--- src/rtl/piso_tx8_if.sv ---
// Parallel-side handshake and serial-side outputs of the piso_tx8 transmitter.
interface piso_tx8_if #(
   parameter int WIDTH = 8
);
   logic [WIDTH-1:0] d;
   logic             load;
   logic             ready;
   logic             sout;
   logic             sout_valid;
   logic             last;
   logic             busy;

   // Producer side: supplies words, observes the serial stream.
   modport master (
      output d, load,
      input  ready, sout, sout_valid, last, busy
   );

   // Transmitter side.
   modport slave (
      input  d, load,
      output ready, sout, sout_valid, last, busy
   );
endinterface

--- src/rtl/piso_tx8.sv ---
// Parallel-in/serial-out transmitter: accepts a WIDTH-bit word on a
// valid/ready handshake and emits it one bit per DIV clock cycles.
module piso_tx8 #(
   parameter int WIDTH     = 8,
   parameter int MSB_FIRST = 1,
   parameter int DIV       = 1
) (
   input logic       clk,
   input logic       rst,
   piso_tx8_if.slave bus
);
   localparam int BCW = (WIDTH > 1) ? $clog2(WIDTH) : 1;
   localparam int DCW = (DIV > 1) ? $clog2(DIV) : 1;

   typedef enum logic {IDLE, SHIFT} state_t;

   state_t           r_state;
   logic [WIDTH-1:0] r_shift;
   logic [BCW-1:0]   r_bcnt;
   logic [DCW-1:0]   r_dcnt;
   logic             r_sout;
   logic             r_valid;
   logic             r_last;
   logic             r_busy;

   logic             w_bit_end;
   logic             w_word_end;
   logic             w_ready;
   logic             w_accept;
   logic [WIDTH-1:0] w_shift_nxt;
   logic             w_first_bit;
   logic             w_next_bit;

   // Terminal counts, handshake and next shift-register contents.
   always_comb begin
      w_bit_end   = (r_dcnt == DCW'(DIV - 1));
      w_word_end  = (r_state == SHIFT) && w_bit_end && (r_bcnt == BCW'(WIDTH - 1));
      w_ready     = (r_state == IDLE) || w_word_end;
      w_accept    = bus.load && w_ready;
      w_shift_nxt = (MSB_FIRST != 0) ? {r_shift[WIDTH-2:0], 1'b0}
                                     : {1'b0, r_shift[WIDTH-1:1]};
      w_first_bit = (MSB_FIRST != 0) ? bus.d[WIDTH-1] : bus.d[0];
      w_next_bit  = (MSB_FIRST != 0) ? w_shift_nxt[WIDTH-1] : w_shift_nxt[0];
   end

   // FSM with registered serial outputs; sout mirrors the leading bit of r_shift.
   always_ff @(posedge clk or posedge rst) begin
      if (rst) begin
         r_state <= IDLE;
         r_shift <= '0;
         r_bcnt  <= '0;
         r_dcnt  <= '0;
         r_sout  <= 1'b0;
         r_valid <= 1'b0;
         r_last  <= 1'b0;
         r_busy  <= 1'b0;
      end else if (w_accept) begin
         r_state <= SHIFT;
         r_shift <= bus.d;
         r_bcnt  <= '0;
         r_dcnt  <= '0;
         r_sout  <= w_first_bit;
         r_valid <= 1'b1;
         r_last  <= 1'b0;
         r_busy  <= 1'b1;
      end else if (r_state == SHIFT) begin
         if (w_word_end) begin
            r_state <= IDLE;
            r_shift <= '0;
            r_bcnt  <= '0;
            r_dcnt  <= '0;
            r_sout  <= 1'b0;
            r_valid <= 1'b0;
            r_last  <= 1'b0;
            r_busy  <= 1'b0;
         end else if (w_bit_end) begin
            r_shift <= w_shift_nxt;
            r_bcnt  <= r_bcnt + BCW'(1);
            r_dcnt  <= '0;
            r_sout  <= w_next_bit;
            r_last  <= (r_bcnt == BCW'(WIDTH - 2));
         end else begin
            r_dcnt  <= r_dcnt + DCW'(1);
         end
      end
   end

   assign bus.ready      = w_ready;
   assign bus.sout       = r_sout;
   assign bus.sout_valid = r_valid;
   assign bus.last       = r_last;
   assign bus.busy       = r_busy;
endmodule

--- src/flat_wrapper.sv ---
// flat-port wrapper written by rule: the top's interface ports become plain ports
module piso_tx8_flat 
#(
   parameter int WIDTH     = 8,
   parameter int MSB_FIRST = 1,
   parameter int DIV       = 1
)
  (clk, rst, bus_d, bus_load, bus_ready, bus_sout, bus_sout_valid, bus_last, bus_busy);
  piso_tx8_if #(.WIDTH(WIDTH)) bus_i ();
  input logic clk;
  input logic rst;
  input wire logic [$bits(bus_i.d)-1:0] bus_d;
  input wire logic [$bits(bus_i.load)-1:0] bus_load;
  output wire logic [$bits(bus_i.ready)-1:0] bus_ready;
  output wire logic [$bits(bus_i.sout)-1:0] bus_sout;
  output wire logic [$bits(bus_i.sout_valid)-1:0] bus_sout_valid;
  output wire logic [$bits(bus_i.last)-1:0] bus_last;
  output wire logic [$bits(bus_i.busy)-1:0] bus_busy;
  assign bus_i.d = bus_d;
  assign bus_i.load = bus_load;
  assign bus_ready = bus_i.ready;
  assign bus_sout = bus_i.sout;
  assign bus_sout_valid = bus_i.sout_valid;
  assign bus_last = bus_i.last;
  assign bus_busy = bus_i.busy;
  piso_tx8 #(.WIDTH(WIDTH), .MSB_FIRST(MSB_FIRST), .DIV(DIV)) u_core (.clk(clk), .rst(rst), .bus(bus_i));
endmodule
--- config.mk ---
export PLATFORM = sky130hd
export DESIGN_NAME = piso_tx8_flat
export DESIGN_NICKNAME = d
export VERILOG_FILES = /design/src/rtl/piso_tx8_if.sv /design/src/rtl/piso_tx8.sv /design/src/flat_wrapper.sv
export SDC_FILE = /design/constraint.sdc
export NUM_CORES = 1
export LEC_CHECK = 0
export BUFFER_PORTS_ARGS = -buffer_cell sky130_fd_sc_hd__buf_2
export CAP_MARGIN = 15
export CORE_MARGIN = 5
export CORE_UTILIZATION = 50
export DETAILED_ROUTE_END_ITERATION = 10
export PLACE_DENSITY = 0.74
export SLEW_MARGIN = 20
export SYNTH_ARGS = -nofsm -noshare
export SYNTH_HDL_FRONTEND = slang
export SYNTH_SLANG_ARGS = --single-unit
export TNS_END_PERCENT = 30
--- constraint.sdc ---
create_clock -name clk -period 2.1 [get_ports clk]
set_input_delay 0 -clock clk [delete_from_list [all_inputs] [get_ports clk]]
set_output_delay 0 -clock clk [all_outputs]
set_load 0.01 [all_outputs]
### Yosys cells after proc, flatten, opt, wreduce, memory -nomap -nowiden

Index checks and enable logic that the tools add are counted.

* $add $sub $neg: 2
* reduce and logical (&&, ||, !) cells: 8
* bitwise operators: 2
* multiplexer cells: 26
* equality and inequality tests: 3

Operators with widths (count)
* $mux 7: 4
* $mux 1: 18
* $mux 3: 4
* $eq 3x3->1 const B: 2
* $reduce_and 2->1: 2
* $reduce_bool 2->1: 2
* $add 3x1->3 const B: 1
* $logic_and 1x1->1: 3
* $ne 3x3->1 const B: 1
* $not 1->1: 2
* $add 1x1->1 const B: 1
* $logic_or 1x1->1: 1

* word-level logic and storage cells: 48
* output and inout bits: 5
* input bits: 11
* flip-flop bits (word level): 15

### Longest topological paths before layout

Gate-level depths: netlist of run 1.

* word-level depth: 7
* mapped depth: 7
* mapped depth without buffers: 6

### Worst setup path after synthesis of run 1

No wires, ideal clock.

* kind: reg2reg
* from: reg u_core.r_bcnt[0]
* to: reg u_core.r_valid (netlist: u_core.bus.sout_valid)
* data arrival time: 1253 ps
* path buffers: 1
* clock period less this slack: 1383 ps
* required time: 1970 ps
* stages on the path, launching flop included: 8
* setup time: 130 ps
* setup slack: 717 ps
* path through: dfrtp_1 ha_1 ha_1 nor2b_4 buf_6 inv_4 a21oi_2 a31oi_1

* cells in the longest elaborated chain, start to end: 6
* elaborated cells between the ends (all ways): 8
* those cells by class: eq/ne (1); mux (1); reduce/logical (6)

RTL lines
* from (decl): line piso_tx8.sv:19 `logic [BCW-1:0] r_bcnt;`
* from (signal assigned): line piso_tx8.sv:78 `r_bcnt <= r_bcnt + BCW'(1);`
* $eq 3x3->1 *: line piso_tx8.sv:37 `w_word_end = (r_state == SHIFT) && w_bit_end && (r_bcnt == BCW'(WIDTH - 1));`
* $logic_and 1x1->1 *: line piso_tx8.sv:37
* $logic_or 1x1->1 *: line piso_tx8.sv:38 `w_ready = (r_state == IDLE) || w_word_end;`
* via bus_ready: line flat_wrapper.sv:14 `output wire logic [$bits(bus_i.ready)-1:0] bus_ready;`
* $logic_and 1x1->1 *: line piso_tx8.sv:39 `w_accept = bus.load && w_ready;`
* $reduce_bool 2->1 (no line)
* $reduce_and 2->1 (no line)
* to (signal assigned): line piso_tx8.sv:54 `r_valid <= 1'b0;`
* to (signal assigned): line piso_tx8.sv:63 `r_valid <= 1'b1;`
* to (signal assigned): line piso_tx8.sv:73 `r_valid <= 1'b0;`
* to (decl): line piso_tx8.sv:22 `logic r_valid;`

Mark *: on every way through the listed nets, which the timed path passes. The rest lies on a longest branch.
A chain may end at the register's enable or synchronous reset.

### Worst setup path in the final report of run 1

* from: reg u_core.r_bcnt[0]
* to: out bus_ready

* cells in the longest elaborated chain, start to end: 3

RTL lines (line)
* $eq 3x3->1: piso_tx8.sv:37
* $logic_and 1x1->1: piso_tx8.sv:37
* $logic_or 1x1->1: piso_tx8.sv:38
* to (decl): flat_wrapper.sv:14

Every way passes these cells.

==> results_dict.tcl, run 1 <==
set metrics [dict create \
    status "finished, violations left" \
    violations "hold timing" \
    hp-class "in2reg" \
    avgViaCountPerCell 5.70 \
    postCtsHoldBufs 1 \
    setup_viol 0 \
    regToRegSetupSlack_ns 0.44 \
    slew_viol_final 0 \
    ys_warn_count 0 \
    design_area_um2 810 \
    worstPathCellList "ha_1 > ha_1 > nor2b_4 > inv_4 > buf_2" \
    drc 0 \
    ys_seq_area_share_pct 48.2 \
    grt_pass1_wl_um 2040 \
    cts_resized 0 \
    relSlewSlack_pct 65.3 \
    finalHoldViolations 1 \
    fin_crit_sh_pct 84.2 \
    clk_pin_slew_ns 0.08 \
    finalWeightedCongestion 0.749 \
    tns_ns 0 \
    synth-seq-cells 14 \
    grt_overflow 0 \
    io_pins 16 \
    layout_common_cells "buf_2 (15), dfrtp_1 (14), o21ai_1 (9), mux2i_1 (8), a32oi_1 (7)" \
    postCtsSetupRepairBufs 0 \
    synth_area_per_cell_um2 11.4 \
    slowest_delay_ns 0.41 \
    antenna_left 0 \
    netlist_instances 64 \
    h-tree-depth 1 \
    vias 524 \
    cap_violations 0 \
    fp.dieH_um 48.1 \
    antenna_cells 0 \
    crit_required_ns 2.10 \
    worstReg2RegStart "u_core.r_bcnt[0]" \
    grt_antenna_before_repair 0 \
    fin_cells 92 \
    dp_cells 88 \
    clkSinkCount 14 \
    drt-total-wl_um 1290 \
    dpl_cell_area_um2 777 \
    core_um2 1330 \
    power_mw 0.970 \
    clockBufferDepth 2 \
    dpl.hpwl_um 908 \
    skew_ns 0.00752 \
    tightest_slew_ns 0.520 \
    pre_cts_slack_ns 0.436 \
    end_kind "output port" \
    fin_crit_ns 1.77 \
    clockRootBuffer "clkbuf_4" \
    fin_ws_ns 0.331 \
    hold_path_depth 3 \
    drive_gt1_share_pct 28.6 \
    firstDrtPassIters 4 \
    nNetsFinal 93 \
    row_count 13 \
    grt_max_degree 21 \
    die_w_um 48.1 \
    start_util_pct 54.5 \
    layout_commonest_cell "buf_2" \
    syn-cell-area_um2 727 \
    hold_end "u_core.r_shift[0]" \
    holdWs_ns -0.000915 \
    vdd_drop_max_mv 0.534 \
    cp.arrival_ns 1.77 \
    grt_use_total_pct 12.8 \
    worstPathMaxFanout 12 \
    crit_top_cell "ha_1" \
    clock_latency_ns 0.27 \
    ys_types 22 \
    max_freq_mhz 565 \
    rr_worst_depth 6 \
    r2r_end "u_core.bus.sout_valid" \
    die_area_um2 2320 \
    port_buffers 15 \
    crit_path_top_delay_cell "dfrtp_1" \
    avgRoutedWirePerCell_um 14.0 \
    p_per_area_nw_per_um2 1200 \
    cts_inserted_buffers 3 \
    min-delay-start "bus_d[0]" \
    syn-num-nets 78 \
    power_leakage_nw 0.413 \
    area_delta_synth_final_pct 11.4 \
    cts_tree "yes" \
    rsz0062_at_grt "no" \
    critPathKind "reg2out" \
    grt_pass1_vias 460 \
    worstSetupStartpointType "flop" \
    drt_iter0_drc 14 \
]
-- Yosys cell counts --
| master | count | area [um^2] |
|---|---|---|
| buf_6 | 1 | 11.3 |
| nor2b_4 | 1 | 13.8 |
| buf_4 | 3 | 22.5 |
| a32o_1 | 1 | 10.0 |
| nand2_1 | 2 | 7.51 |
| mux2i_1 | 8 | 80.1 |
| inv_4 | 1 | 6.26 |
| a21oi_2 | 1 | 8.76 |
| nand3_1 | 1 | 5.00 |
| nor2_1 | 1 | 3.75 |
| a31o_1 | 1 | 8.76 |
| a32oi_1 | 7 | 61.3 |
| inv_1 | 3 | 11.3 |
| a21oi_1 | 1 | 5.00 |
| and4b_1 | 1 | 10.0 |
| dfrtp_1 | 14 | 350 |
| a22o_1 | 1 | 8.76 |
| inv_2 | 1 | 3.75 |
| buf_2 | 2 | 10.0 |
| ha_1 | 3 | 37.5 |
| a31oi_1 | 1 | 6.26 |
| o21ai_1 | 9 | 45.0 |
-- cell families (layout without fill, tap and decap cells) --
kind of cell | count (synthesis) | count (layout) | synth area share (%)
AND/OR/NAND/NOR | 6 | 6 | 5.51
AO/OA/AOI/OAI | 22 | 22 | 21.2
flip-flops | 14 | 14 | 48.2
multiplexers | 8 | 8 | 11.0
adder cells (fa/ha/maj) | 3 | 3 | 5.16
buffers and inverters | 11 | 24 | 8.95
-- flip-flops by register name, indices dropped and copies added (netlist names) --
register and flops:
u_core.bus.sout_valid 1, u_core.r_shift 7, u_core.r_state 1, u_core.r_bcnt 3
u_core.bus.sout 1, u_core.bus.last 1
-- per-stage QoR --
stage	utilization, %	hold slack, ns
6_report	60.7	-0.000915
5_1_grt	60.7	0.0184
4_1_cts	60.7	0.00330
3_5_place_dp	58.3	0.0672
3_3_place_gp	58.3	0.0651
2_1_floorplan	-	-0.111
-- layout make-up --
| cell class | count | area [um^2] |
|---|---|---|
| clock buffer | 3 | 22.5 |
| timing repair buffer | 16 | 85.1 |
| sequential | 14 | 350 |
| tap | 15 | 18.8 |
| fill | 126 | 524 |
| inverter | 5 | 21.3 |
| multi-input combinational | 39 | 312 |
-- routing by layer --
| layer | global-route usage, % | part of all wire, % | vias up |
|---|---|---|---|
| li1 | - | - | 265 |
| met1 | 18.7 | 49 | 243 |
| met2 | 17.4 | 44 | 14 |
| met3 | 3.32 | 6.5 | 2 |
| met4 | 6.45 | 0.70 | 0 |
| met5 | 0 | 0 | - |
-- how the worst max path moves through the flow --
stage | to | slack (ns) | depth (start not counted) | start
6_report | bus_ready | 0.33 | 5 | u_core.r_bcnt[0]
2_1_floorplan | u_core.bus.sout_valid | 0.72 | 7 | u_core.r_bcnt[0]
3_3_place_gp | u_core.bus.sout_valid | 0.50 | 6 | u_core.r_bcnt[0]
3_5_place_dp | u_core.bus.sout_valid | 0.44 | 6 | u_core.r_bcnt[0]
5_1_grt | bus_ready | 0.20 | 5 | u_core.r_bcnt[0]
4_1_cts | bus_ready | 0.33 | 5 | u_core.r_bcnt[0]
-- power breakdown --
group / total (mW) / switching, mW / internal (mW)
clock network: 0.143 / 0.0765 / 0.0661
logic: 0.377 / 0.197 / 0.180
registers: 0.451 / 0.0794 / 0.372
total: 0.970 / 0.353 / 0.618
-- worst max-delay path, delay by kind of cell (launching register included) --
| family | cells | cell delay (ns) |
|---|---|---|
| adder cells (fa/ha/maj) | 2 | 0.57 |
| flip-flops | 1 | 0.41 |
| AND/OR/NAND/NOR | 1 | 0.30 |
| buffers and inverters | 2 | 0.21 |
(Power assumes the default switching activity.)
==> inputs of run 2 (changes only) <==
- clock period: 2.1 -> 1.7 ns (I/O delays scaled with it)
==> run 2 against run 1 <==
  * The flow still finishes with violations (hold timing)
  * Routed wire length grew 18%
  * Final cell count is 7.6% higher
  * Setup slack lost 0.20 ns
  * Sequential cell count is the same
  * Largest power group unchanged
==> results_dict.tcl, run 2 (synthesis gave the netlist of run 1 again) <==
set metrics [dict create \
    status "finished, violations left" \
    violations "hold timing" \
    tns_ns 0 \
    worstReg2RegStart "u_core.r_bcnt[0]" \
    rsz0062_at_grt "no" \
    drive_gt1_share_pct 28.6 \
    drt_iter0_drc 4 \
    grt_use_met2_pct 26.1 \
    end_kind "output port" \
    postCtsHoldBufs 6 \
    io_pins 16 \
    power_frac_comb_pct 40.3 \
    relSlewSlack_pct 64.0 \
    clockPowerShare_pct 15.1 \
    design_area_um2 875 \
    r2r_end "u_core.r_shift[4]" \
    top_usage_layer "met2" \
    hold_end "u_core.bus.sout" \
    drt-total-wl_um 1520 \
    grt_overflow 0 \
    avgRoutedWirePerCell_um 15.4 \
    cap_violations 0 \
    top_register "u_core.r_shift" \
    critPathKind "reg2out" \
    antenna_cells 0 \
    dp_cells 90 \
    antenna_left 0 \
    utilization_pct 65.6 \
    rr_worst_depth 6 \
    slew_viol_final 0 \
    finalHoldViolations 1 \
    power.switching_mw 0.465 \
    area_delta_synth_final_pct 20.3 \
    grt_util_met3_pct 5.54 \
    pwr-share-seq_pct 44.7 \
    netSwitchingFraction_pct 36.9 \
    clockRootBuffer "clkbuf_4" \
    worstPathMaxFanout 7 \
    dpl.hpwl_um 1030 \
    tightest_slew_ns 0.540 \
    clockBufferDepth 2 \
    row_count 13 \
    power_leakage_nw 0.444 \
    firstDrtPassIters 4 \
    p_int_mw 0.794 \
    layout_commonest_cell "buf_2" \
    die_area_um2 2320 \
    fin_crit_sh_pct 92.5 \
    h-tree-depth 1 \
    grt_max_degree 21 \
    regToRegSetupSlack_ns 0.19 \
    holdWs_ns -0.000780 \
    vias 572 \
    core_um2 1330 \
    cp.arrival_ns 1.57 \
    drc 0 \
    avgViaCountPerCell 5.78 \
    grt_antenna_before_repair 0 \
    grt_use_total_pct 16.5 \
    nNetsFinal 100 \
    hp-class "in2reg" \
    clock_latency_ns 0.28 \
    setup_viol 0 \
    fp.dieH_um 48.1 \
    layout_common_cells "buf_2 (15), dfrtp_1 (14), o21ai_1 (9), mux2i_1 (8), a32oi_1 (7)" \
    largest_reg_flops 7 \
    hold_path_depth 3 \
    p_per_area_nw_per_um2 1440 \
    grt_pass1_vias 577 \
    die_w_um 48.1 \
    min-delay-start "bus_d[7]" \
    worstSetupStartpointType "flop" \
    skew_ns 0.00374 \
    vdd_drop_max_mv 0.816 \
    grt_use_met1_pct 21.3 \
    fin_cells 99 \
    crit_required_ns 1.70 \
    clk_pin_slew_ns 0.08 \
    top_regs "u_core.r_shift: 7 flops, u_core.r_bcnt: 3 flops" \
    cts_tree "yes" \
    num-fill-cells 118 \
    start_util_pct 54.5 \
    dpl_cell_area_um2 792 \
    postCtsSetupRepairBufs 0 \
    cts_inserted_buffers 3 \
    clkSinkCount 14 \
    cts_resized 0 \
    grt_pass1_wl_um 2610 \
    fin_crit_ns 1.57 \
    max_freq_mhz 636 \
    port_buffers 15 \
    finalWeightedCongestion 0.782 \
]
==> run 2: worst max path at each step <==
| stage | start | end | slack, ns | cells past startpoint |
|---|---|---|---|---|
| after floorplan | u_core.r_bcnt[0] | u_core.bus.sout_valid | 0.32 | 7 |
| after global placement | u_core.r_bcnt[1] | u_core.r_shift[4] | 0.23 | 6 |
| after detailed placement | u_core.r_bcnt[0] | u_core.bus.sout | 0.21 | 6 |
| after CTS | u_core.r_bcnt[0] | bus_ready | 0.12 | 5 |
| after global routing | u_core.r_bcnt[0] | bus_ready | 0.06 | 5 |
| final | u_core.r_bcnt[0] | bus_ready | 0.13 | 5 |
==> run 2: layer usage <==
| metal | part of all wire (%) | vias to the layer above |
|---|---|---|
| met3 | 6.0 | 2 |
| met5 | 0 | - |
| met2 | 47 | 13 |
| met1 | 46 | 276 |
| met4 | 0.66 | 0 |
| li1 | - | 281 |
==> run 2: stage by stage <==
stage	worst slack (ns)	hold slack [ns]	total power [mW]
after global routing	0.0563	0.0131	1.36
final	0.128	-0.000780	1.26
after detailed placement	0.211	0.0685	1.07
after floorplan	0.317	-0.111	0.945
after global placement	0.231	0.0719	1.05
after CTS	0.117	0.000854	1.27
==> run 2: power by group through the flow <==
stage,logic [mW],clock network (mW),registers (mW)
6_report,0.507,0.190,0.562
3_5_place_dp,0.500,0,0.566
5_1_grt,0.577,0.212,0.575
2_1_floorplan,0.400,0,0.545
4_1_cts,0.513,0.193,0.560
3_3_place_gp,0.489,0,0.563
==> run 2: critical path, stage by stage (launching register included) <==
cell and delay [ns]:
dfrtp_1 0.41, ha_1 0.21, ha_1 0.31, nor2b_4 0.18, inv_4 0.05, buf_2 0.13
==> run 2: layout make-up <==
cell class,count,area (um^2),share of cell area [%]
Sequential cell,14,350,40.1
Multi-Input combinational cell,39,312,35.6
Timing Repair Buffer,23,150,17.2
Clock buffer,3,22.5,2.58
Inverter,5,21.3,2.43
Tap cell,15,18.8,2.15
